File: config.mk
export PLATFORM = sky130hd
export DESIGN_NAME = board_rle_encoder
export DESIGN_NICKNAME = d
export VERILOG_FILES = /design/src/rtl/board_rle_encoder.sv
export SDC_FILE = /design/constraint.sdc
export NUM_CORES = 1
export LEC_CHECK = 0
export CAP_MARGIN = 20
export CORE_AREA = 10 10 102 82
export CTS_CLUSTER_SIZE = 24
export DETAILED_ROUTE_END_ITERATION = 10
export DIE_AREA = 0 0 112 92
export GPL_TIMING_DRIVEN = 0
export PLACE_DENSITY = 0.6
export SETUP_SLACK_MARGIN = 0.2
export SLEW_MARGIN = 30
export SYNTH_ARGS = -nofsm -noshare
export SYNTH_HDL_FRONTEND = slang
export SYNTH_SLANG_ARGS = --single-unit
File: constraint.sdc
create_clock -name HDMI_CLK -period 1.93 [get_ports HDMI_CLK]
set_input_delay 0.2895 -clock HDMI_CLK [delete_from_list [all_inputs] [get_ports HDMI_CLK]]
set_output_delay 0.2895 -clock HDMI_CLK [all_outputs]
set_load 0.01 [all_outputs]
File: src/rtl/board_rle_encoder.sv
// Run-length encoder streaming a Life board as {pixel, run-1} bytes.
// Optional LIFE_RLE_POPCOUNT_EN adds a live-pixel counter port.
module board_rle_encoder #(
  parameter int TOTAL_PIXELS = 2073600
) (
  input  logic       HDMI_CLK,
  input  logic       RESET_N,
  input  logic       start,
  input  logic       pix_in,
  input  logic       pix_valid,
  output logic       pix_ready,
  output logic [7:0] out_data,
  output logic       out_valid,
  input  logic       out_ready,
  output logic       busy,
  output logic       done
`ifdef LIFE_RLE_POPCOUNT_EN
  ,
  output logic [21:0] live_count
`endif
);

  typedef enum logic [1:0] {
    IDLE,
    RUN,
    FLUSH,
    DONE
  } state_t;

  localparam logic [21:0] LAST = 22'(TOTAL_PIXELS - 1);

  state_t      state;
  logic [21:0] cnt;
  logic [7:0]  run;
  logic        cur;

  logic       out_free;
  logic       accept;
  logic       run_open;
  logic       extend;
  logic       emit;
  logic       flush_load;
  logic       load;
  logic [7:0] load_byte;
  logic       start_ok;

  assign out_free   = !out_valid || out_ready;
  assign pix_ready  = (state == RUN) && out_free;
  assign accept     = pix_valid && pix_ready;
  assign run_open   = run != 8'd0;
  assign extend     = (pix_in == cur) && (run < 8'd128);
  assign emit       = accept && run_open && !extend;
  assign flush_load = (state == FLUSH) && out_free;
  assign load       = emit || flush_load;
  assign load_byte  = {cur, 7'(run - 8'd1)};
  assign start_ok   = start && ((state == IDLE) || (state == DONE));
  assign busy       = (state == RUN) || (state == FLUSH);

  always_ff @(posedge HDMI_CLK or negedge RESET_N) begin
    if (!RESET_N) begin
      state     <= IDLE;
      cnt       <= '0;
      run       <= '0;
      cur       <= 1'b0;
      out_data  <= '0;
      out_valid <= 1'b0;
      done      <= 1'b0;
    end else begin
      // A fresh byte overwrites a byte consumed this cycle with no bubble
      if (load) begin
        out_data  <= load_byte;
        out_valid <= 1'b1;
      end else if (out_valid && out_ready) begin
        out_valid <= 1'b0;
      end

      unique case (state)
        IDLE, DONE: begin
          if (start_ok) begin
            cnt   <= '0;
            run   <= '0;
            done  <= 1'b0;
            state <= RUN;
          end
        end
        RUN: begin
          if (accept) begin
            cur <= pix_in;
            run <= (run_open && extend) ? run + 8'd1 : 8'd1;
            if (cnt == LAST) begin
              state <= FLUSH;
            end else begin
              cnt <= cnt + 22'd1;
            end
          end
        end
        FLUSH: begin
          if (out_free) begin
            done  <= 1'b1;
            state <= DONE;
          end
        end
        default: state <= IDLE;
      endcase
    end
  end

`ifdef LIFE_RLE_POPCOUNT_EN
  always_ff @(posedge HDMI_CLK or negedge RESET_N) begin
    if (!RESET_N) begin
      live_count <= '0;
    end else if (start_ok) begin
      live_count <= '0;
    end else if (accept && pix_in) begin
      live_count <= live_count + 22'd1;
    end
  end
`endif

endmodule
==> results of run 1 <==
-- flip-flops by register name, summed over array words and instances, names as in the netlist --
signal and count:
run 8, done 1, cnt 22, state 2, out_valid 1, cur 1, out_data 8
-- Yosys cell counts, types with 3 or more instances --
library cell,count
nand2b_1,8
nor2b_1,4
or4_1,6
mux2_4,8
o211ai_1,9
clkbuf_1,7
nand2_1,38
nor3b_1,4
ha_1,6
mux2_2,3
nor4b_1,3
nand3_1,22
o31ai_2,3
nand4_1,7
buf_2,5
o21ai_0,8
or2_1,3
inv_1,8
and3_1,7
o311ai_0,3
dfrtp_1,43
nor3_1,4
o21ai_1,5
nor2_1,13
xnor2_1,3
nor4_1,4
a211o_1,3
xor2_1,3
a22o_1,4
-- critical path: cells and delay by family, from the launching register on --
family	cells	cell delay (ns)
fa+ha+maj	1	0.13
flops	1	0.40
compound gates	1	0.16
simple gates	4	0.98
buf+inv	3	0.32
-- per-layer routing --
metal,up-vias,wire length (um)
li1,1198,-
met2,76,3720
met1,1242,3880
met3,14,496
met4,0,144
met5,-,0
-- cell usage in the layout (no fill, tap or decap), types with 5 or more instances in the layout --
| cell | n |
|---|---|
| nand3_1 | 13 |
| clkbuf_16 | 5 |
| nand2_1 | 28 |
| dfrtp_1 | 39 |
| o211ai_1 | 9 |
| and3_1 | 6 |
| o21ai_1 | 8 |
| clkdlybuf4s50_1 | 14 |
| nor2_1 | 9 |
| nand2b_1 | 6 |
| mux2_4 | 11 |
| clkbuf_8 | 7 |
| buf_6 | 14 |
| nand2_4 | 7 |
| nand3_2 | 9 |
| nand4_1 | 7 |
| buf_4 | 36 |
-- stage by stage --
step           power [mW]  setup slack [ns]  hold WS [ns]
2_1_floorplan        2.53            0.0347      -0.00609
3_3_place_gp         3.15            -0.732         0.494
3_5_place_dp         3.17            -0.651         0.337
4_1_cts              4.42            -0.103        0.0125
5_1_grt              5.26            -0.162        0.0324
6_report             4.98            -0.118       -0.0202
-- power groups by stage --
stage	Sequential, mW	Clock [mW]	Combinational [mW]
CTS	1.23	0.618	2.57
global route	1.28	0.664	3.32
global placement	1.26	0	1.89
detailed placement	1.26	0	1.91
floorplan	1.27	0	1.26
finish	1.25	0.607	3.13
-- area by class of cell --
type	count	area share [%]
well taps	84	2.62
repair buffers	63	14.4
multi-input cells	220	47.9
flip-flops and latches	43	26.9
inverters	8	0.748
plain buffers	14	5.21
clock buffers	6	2.06
clock inverters	1	0.125
-- kinds of logic after synthesis --
group	after synthesis	share of synthesized area, %
mux	14	6.82
flops	43	39.6
xor+xnor	6	1.93
compound gates	50	14.3
buf+inv	22	3.69
simple gates	144	30.9
fa+ha+maj	6	2.76
-- final timing paths --
kind,start,end,slack [ns]
max in group asynchronous,RESET_N,cnt[11]$_DFFE_PN0P_,1.51
worst min-delay path,RESET_N,cnt[16]$_DFFE_PN0P_,-0.02
worst max-delay path,state[1]$_DFFE_PN0P_,cnt[8]$_DFFE_PN0P_,-0.12
worst min register to register,out_data[1]$_DFFE_PN0P_,out_data[1]$_DFFE_PN0P_,0.52
min in group HDMI_CLK,out_data[1]$_DFFE_PN0P_,out_data[1]$_DFFE_PN0P_,0.52
worst max register to register,state[1]$_DFFE_PN0P_,cnt[8]$_DFFE_PN0P_,-0.12
-- timing repair --
action / in CTS / in global routing
resized for setup: 55 / 61
buffers inserted: 19 / 24
endpoints found under the setup margin: 42 / 43
cloned: 1 / 2
pin swaps: 21 / 26
==> flow_metrics.env, run 1 <==
export IMPL_violations="hold timing, setup timing"
export IMPL_dp_hpwl_um=4830
export IMPL_p_clk_share_pct=12.2
export IMPL_power_frac_seq_pct=25.0
export IMPL_io_pins=18
export IMPL_die_w_um=112
export IMPL_top_usage_layer="met1"
export IMPL_postCtsHoldBufs=0
export IMPL_cts_root_buf="clkbuf_8"
export IMPL_firstDrtPassIters=4
export IMPL_grtUsageMet2_pct=20.1
export IMPL_initial_core_util_pct=42.0
export IMPL_register_area_um2=1080
export IMPL_die_area_um2=10300
export IMPL_drt_iter0_drc=172
export IMPL_post_dp_cell_area_um2=3110
export IMPL_cts_clk_slew_worst_paths_ns=0.09
export IMPL_multi_input_area_um2=1920
export IMPL_hold_ws_ns=-0.0202
export IMPL_cp_required_ns=2.18
export IMPL_yosys_area_top_type_share_pct=39.6
export IMPL_fp_row_count=26
export IMPL_overflow=0
export IMPL_crit_path_end_kind="flop"
export IMPL_min_period_ns=2.05
export IMPL_design_core_area_um2=6470
export IMPL_criticalPathCategory="flop to flop"
export IMPL_antennaDiodeCount=0
export IMPL_max_stage_delay_ns=0.41
export IMPL_grt_first_pass_wirelength_um=12100
export IMPL_nNetsFinal=367
export IMPL_cpMaxStageDelayCell="nor4b_1"
export IMPL_crit_arrival_ns=2.29
export IMPL_worst_slew_pin_slew_ns=0.587
export IMPL_hold_viol_final=20
export IMPL_cts_tree="built"
export IMPL_post_synth_top_area_cell="dfrtp_1"
export IMPL_async_reset_ff_share_pct=100
export IMPL_die_y_um=92
export IMPL_slew_violations=0
export IMPL_path_cells="inv_2 > ha_4 > buf_8 > buf_8 > nand2_8 > nor2_4 > nand4_1 > nor4b_1 > a211o_1"
export IMPL_design_area_um2=4010
export IMPL_syn_avg_cell_area_um2=9.53
export IMPL_setup_tns_ns=-0.791
export IMPL_wl_per_cell_um=18.8
export IMPL_dp_cells=386
export IMPL_fillers=506
export IMPL_cap_violations=0
export IMPL_finalSetupViolations=27
export IMPL_drive_above_1_share_pct=44.2
export IMPL_grtUsageMet3_pct=2.86
export IMPL_stdcell_count=439
export IMPL_ys_seq_area_share_pct=39.6
export IMPL_grtUsageMet1_pct=20.2
export IMPL_cp_common_cell="buf_8"
export IMPL_hp_class="input port to async pin"
export IMPL_fin_skew_ns=0.00481
export IMPL_netSwitchingFraction_pct=38.3
export IMPL_p_int_mw=3.08
export IMPL_yosys_warnings=0
export IMPL_ant_nets=0
export IMPL_synth_edf_count=0
export IMPL_synth_fp_nets=297
export IMPL_synth_seq_cells=43
export IMPL_drt_wl_total_um=8230
export IMPL_fin_util_pct=62.0
export IMPL_drcViolationCount=0
export IMPL_place_congestion=0.887
export IMPL_fin_crit_sh_pct=106
export IMPL_grt_antenna_before_repair=0
export IMPL_powerDensity_nw_per_um2=1240
export IMPL_vias=2530
export IMPL_clkSinkCount=43
export IMPL_cts_path_max_buffers=2
export IMPL_power_switching_mw=1.91
export IMPL_synth_ff_type="dfrtp_1"
export IMPL_grt_max_degree=44
export IMPL_grtUsageTotal_pct=14.0
export IMPL_cts_buffers=5
export IMPL_fmax_ghz=0.488
export IMPL_vdd_drop_max_mv=0.482
export IMPL_syn_inst=285
export IMPL_grt_pass1_vias=2314
export IMPL_leakage_nw=1.81
export IMPL_maxSlewHeadroom_pct=60.8
export IMPL_worst_slack_ns=-0.118
export IMPL_grt_setup_unrepaired="yes"
export IMPL_clkLatencyLatePin_ns=0.30
export IMPL_start_kind="flop"
export IMPL_synth_area_leaders="dfrtp_1 40%, nand2_1 5.3%, mux2_4 4.4%, nand3_1 4.1%, ha_1 2.8%"
export IMPL_portBuffers=17
export IMPL_status="finished, violations left"
export IMPL_ff2ff_path_depth=9
export IMPL_crit_fanout=5
export IMPL_synthesis_area_um2=2720
export IMPL_htreeDepth=2
export IMPL_viasPerCell=5.76
export IMPL_p_comb_share_pct=62.8
export IMPL_synth_cell_types=61
export IMPL_area_growth_pct=47.8
Note: power is estimated with default switching activity, not from simulation.
==> inputs of run 2 (changes only) <==
Settings changed: CORE_AREA 10 10 102 82 to 10 10 94 75, DIE_AREA 0 0 112 92 to 0 0 104 85, PLACE_DENSITY 0.6 to 0.72, SLEW_MARGIN 30 to 0.
==> flow_metrics.env, run 2 (synthesized netlist as in run 1, its figures left out) <==
export IMPL_status="finished, violations left"
export IMPL_violations="setup timing"
export IMPL_cts_tree="built"
export IMPL_crit_path_end_kind="flop"
export IMPL_fmax_ghz=0.475
export IMPL_cts_buffers=5
export IMPL_firstDrtPassIters=5
export IMPL_portBuffers=17
export IMPL_grt_antenna_before_repair=0
export IMPL_cp_required_ns=2.17
export IMPL_grtUsageTotal_pct=17.4
export IMPL_finalSetupViolations=32
export IMPL_antennaDiodeCount=0
export IMPL_fin_crit_sh_pct=109
export IMPL_cts_root_buf="clkbuf_8"
export IMPL_drt_iter0_drc=236
export IMPL_clkSinkCount=43
export IMPL_maxSlewHeadroom_pct=63.7
export IMPL_largest_register_ffs=22
export IMPL_fin_util_pct=74.3
export IMPL_die_w_um=104
export IMPL_htreeDepth=2
export IMPL_cts_clk_slew_worst_paths_ns=0.09
export IMPL_grt_first_pass_wirelength_um=12700
export IMPL_fp_row_count=23
export IMPL_crit_fanout=4
export IMPL_path_cells="inv_2 > ha_4 > buf_8 > buf_8 > nand2_8 > buf_6 > nor2_4 > nand4_1 > buf_4 > nor4b_4 > a211o_1"
export IMPL_wl_per_cell_um=19.7
export IMPL_place_congestion=0.927
export IMPL_min_period_ns=2.10
export IMPL_grt_setup_unrepaired="yes"
export IMPL_powerDensity_nw_per_um2=1250
export IMPL_crit_arrival_ns=2.34
export IMPL_setup_tns_ns=-2.63
export IMPL_initial_core_util_pct=51.9
export IMPL_drcViolationCount=0
export IMPL_vias=2636
export IMPL_timing_critical_path_max_delay_family="buffers and inverters"
export IMPL_viasPerCell=6.13
export IMPL_worst_slack_ns=-0.175
export IMPL_start_kind="flop"
export IMPL_criticalPathCategory="flop to flop"
export IMPL_hold_viol_final=0
export IMPL_layout_commonest_cell="dfrtp_1"
export IMPL_cp_common_cell="buf_8"
export IMPL_fin_skew_ns=0.00650
export IMPL_grt_pass1_vias=2412
export IMPL_mostFrequentLayoutCells="40 x dfrtp_1, 34 x nand2_1, 32 x buf_4, 18 x nand3_1, 14 x clkdlybuf4s50_1"
export IMPL_dp_hpwl_um=4870
export IMPL_cpMaxStageDelayCell="dfrtp_1"
export IMPL_area_growth_pct=43.2
export IMPL_die_area_um2=8840
export IMPL_grt_max_degree=28
export IMPL_nNetsFinal=366
export IMPL_hp_class="input port to async pin"
export IMPL_drt_wl_total_um=8460
export IMPL_max_stage_delay_ns=0.40
export IMPL_drive_above_1_share_pct=38.6
export IMPL_clkLatencyLatePin_ns=0.31
export IMPL_cts_path_max_buffers=2
export IMPL_slew_violations=0
export IMPL_die_y_um=85
export IMPL_vdd_drop_max_mv=0.654
export IMPL_ant_nets=0
export IMPL_overflow=0
export IMPL_design_core_area_um2=5240
export IMPL_leakage_nw=1.70
export IMPL_regMostFlops="cnt"
export IMPL_crit_buf_inv=5
export IMPL_cap_violations=0
export IMPL_top_regs="cnt (22), out_data (8), run (8)"
export IMPL_io_pins=18
export IMPL_worst_slew_pin_slew_ns=0.545
==> run 2: final timing paths <==
check | to | slack (ns) | from | depth (start not counted)
min in group HDMI_CLK | out_data[1]$_DFFE_PN0P_ | 0.52 | out_data[1]$_DFFE_PN0P_ | 1
max in group asynchronous | cnt[8]$_DFFE_PN0P_ | 0.98 | RESET_N | 3
setup reg to reg | cnt[8]$_DFFE_PN0P_ | -0.17 | state[1]$_DFFE_PN0P_ | 11
hold reg to reg | out_data[1]$_DFFE_PN0P_ | 0.52 | out_data[1]$_DFFE_PN0P_ | 1
setup / recovery | cnt[8]$_DFFE_PN0P_ | -0.17 | state[1]$_DFFE_PN0P_ | 11
hold / removal | cnt[4]$_DFFE_PN0P_ | 0.44 | RESET_N | 2
==> run 2: metrics by stage <==
step	hold slack [ns]	setup WS [ns]	cells	cell area, um2	power, mW
final	0.444	-0.175	430	3890	4.87
after global routing	0.475	-0.228	430	3890	5.09
after CTS	0.455	-0.146	411	3620	4.46
after detailed placement	0.240	-0.630	378	3110	3.15
after global placement	0.493	-0.705	377	3100	3.12
after floorplan	-0.00609	0.0347	285	2830	2.53
==> run 2: repair_timing <==
item | 4_1_cts | 5_1_grt
pin swaps | 19 | 24
resized for setup | 48 | 33
hold endpoints to repair | 16 | 0
setup buffers | 23 | 18
setup endpoints to repair | 41 | 43
gates cloned | 1 | 1
hold buffers | 1 | 0
==> run 2: final cells by class <==
| type | instances | area (um2) |
|---|---|---|
| inverters | 8 | 30.0 |
| flip-flops and latches | 43 | 1080 |
| multi-input cells | 221 | 1840 |
| plain buffers | 14 | 181 |
| well taps | 75 | 93.8 |
| clock inverters | 2 | 35.0 |
| fillers | 346 | 1350 |
| repair buffers | 61 | 551 |
| clock buffers | 6 | 82.6 |
==> run 2: power breakdown <==
group | internal (mW) | total (mW) | switching, mW
clock | 0.419 | 0.758 | 0.338
combinational | 1.51 | 2.87 | 1.36
sequential | 1.08 | 1.25 | 0.164
==> run 2: layer usage <==
metal / wire [um] / share of wire, % / track usage, %
met1: 3760 / 44 / 23.9
met2: 3930 / 46 / 26.8
met3: 569 / 6.7 / 3.85
met4: 203 / 2.4 / 5.30
met5: 0 / 0 / 0
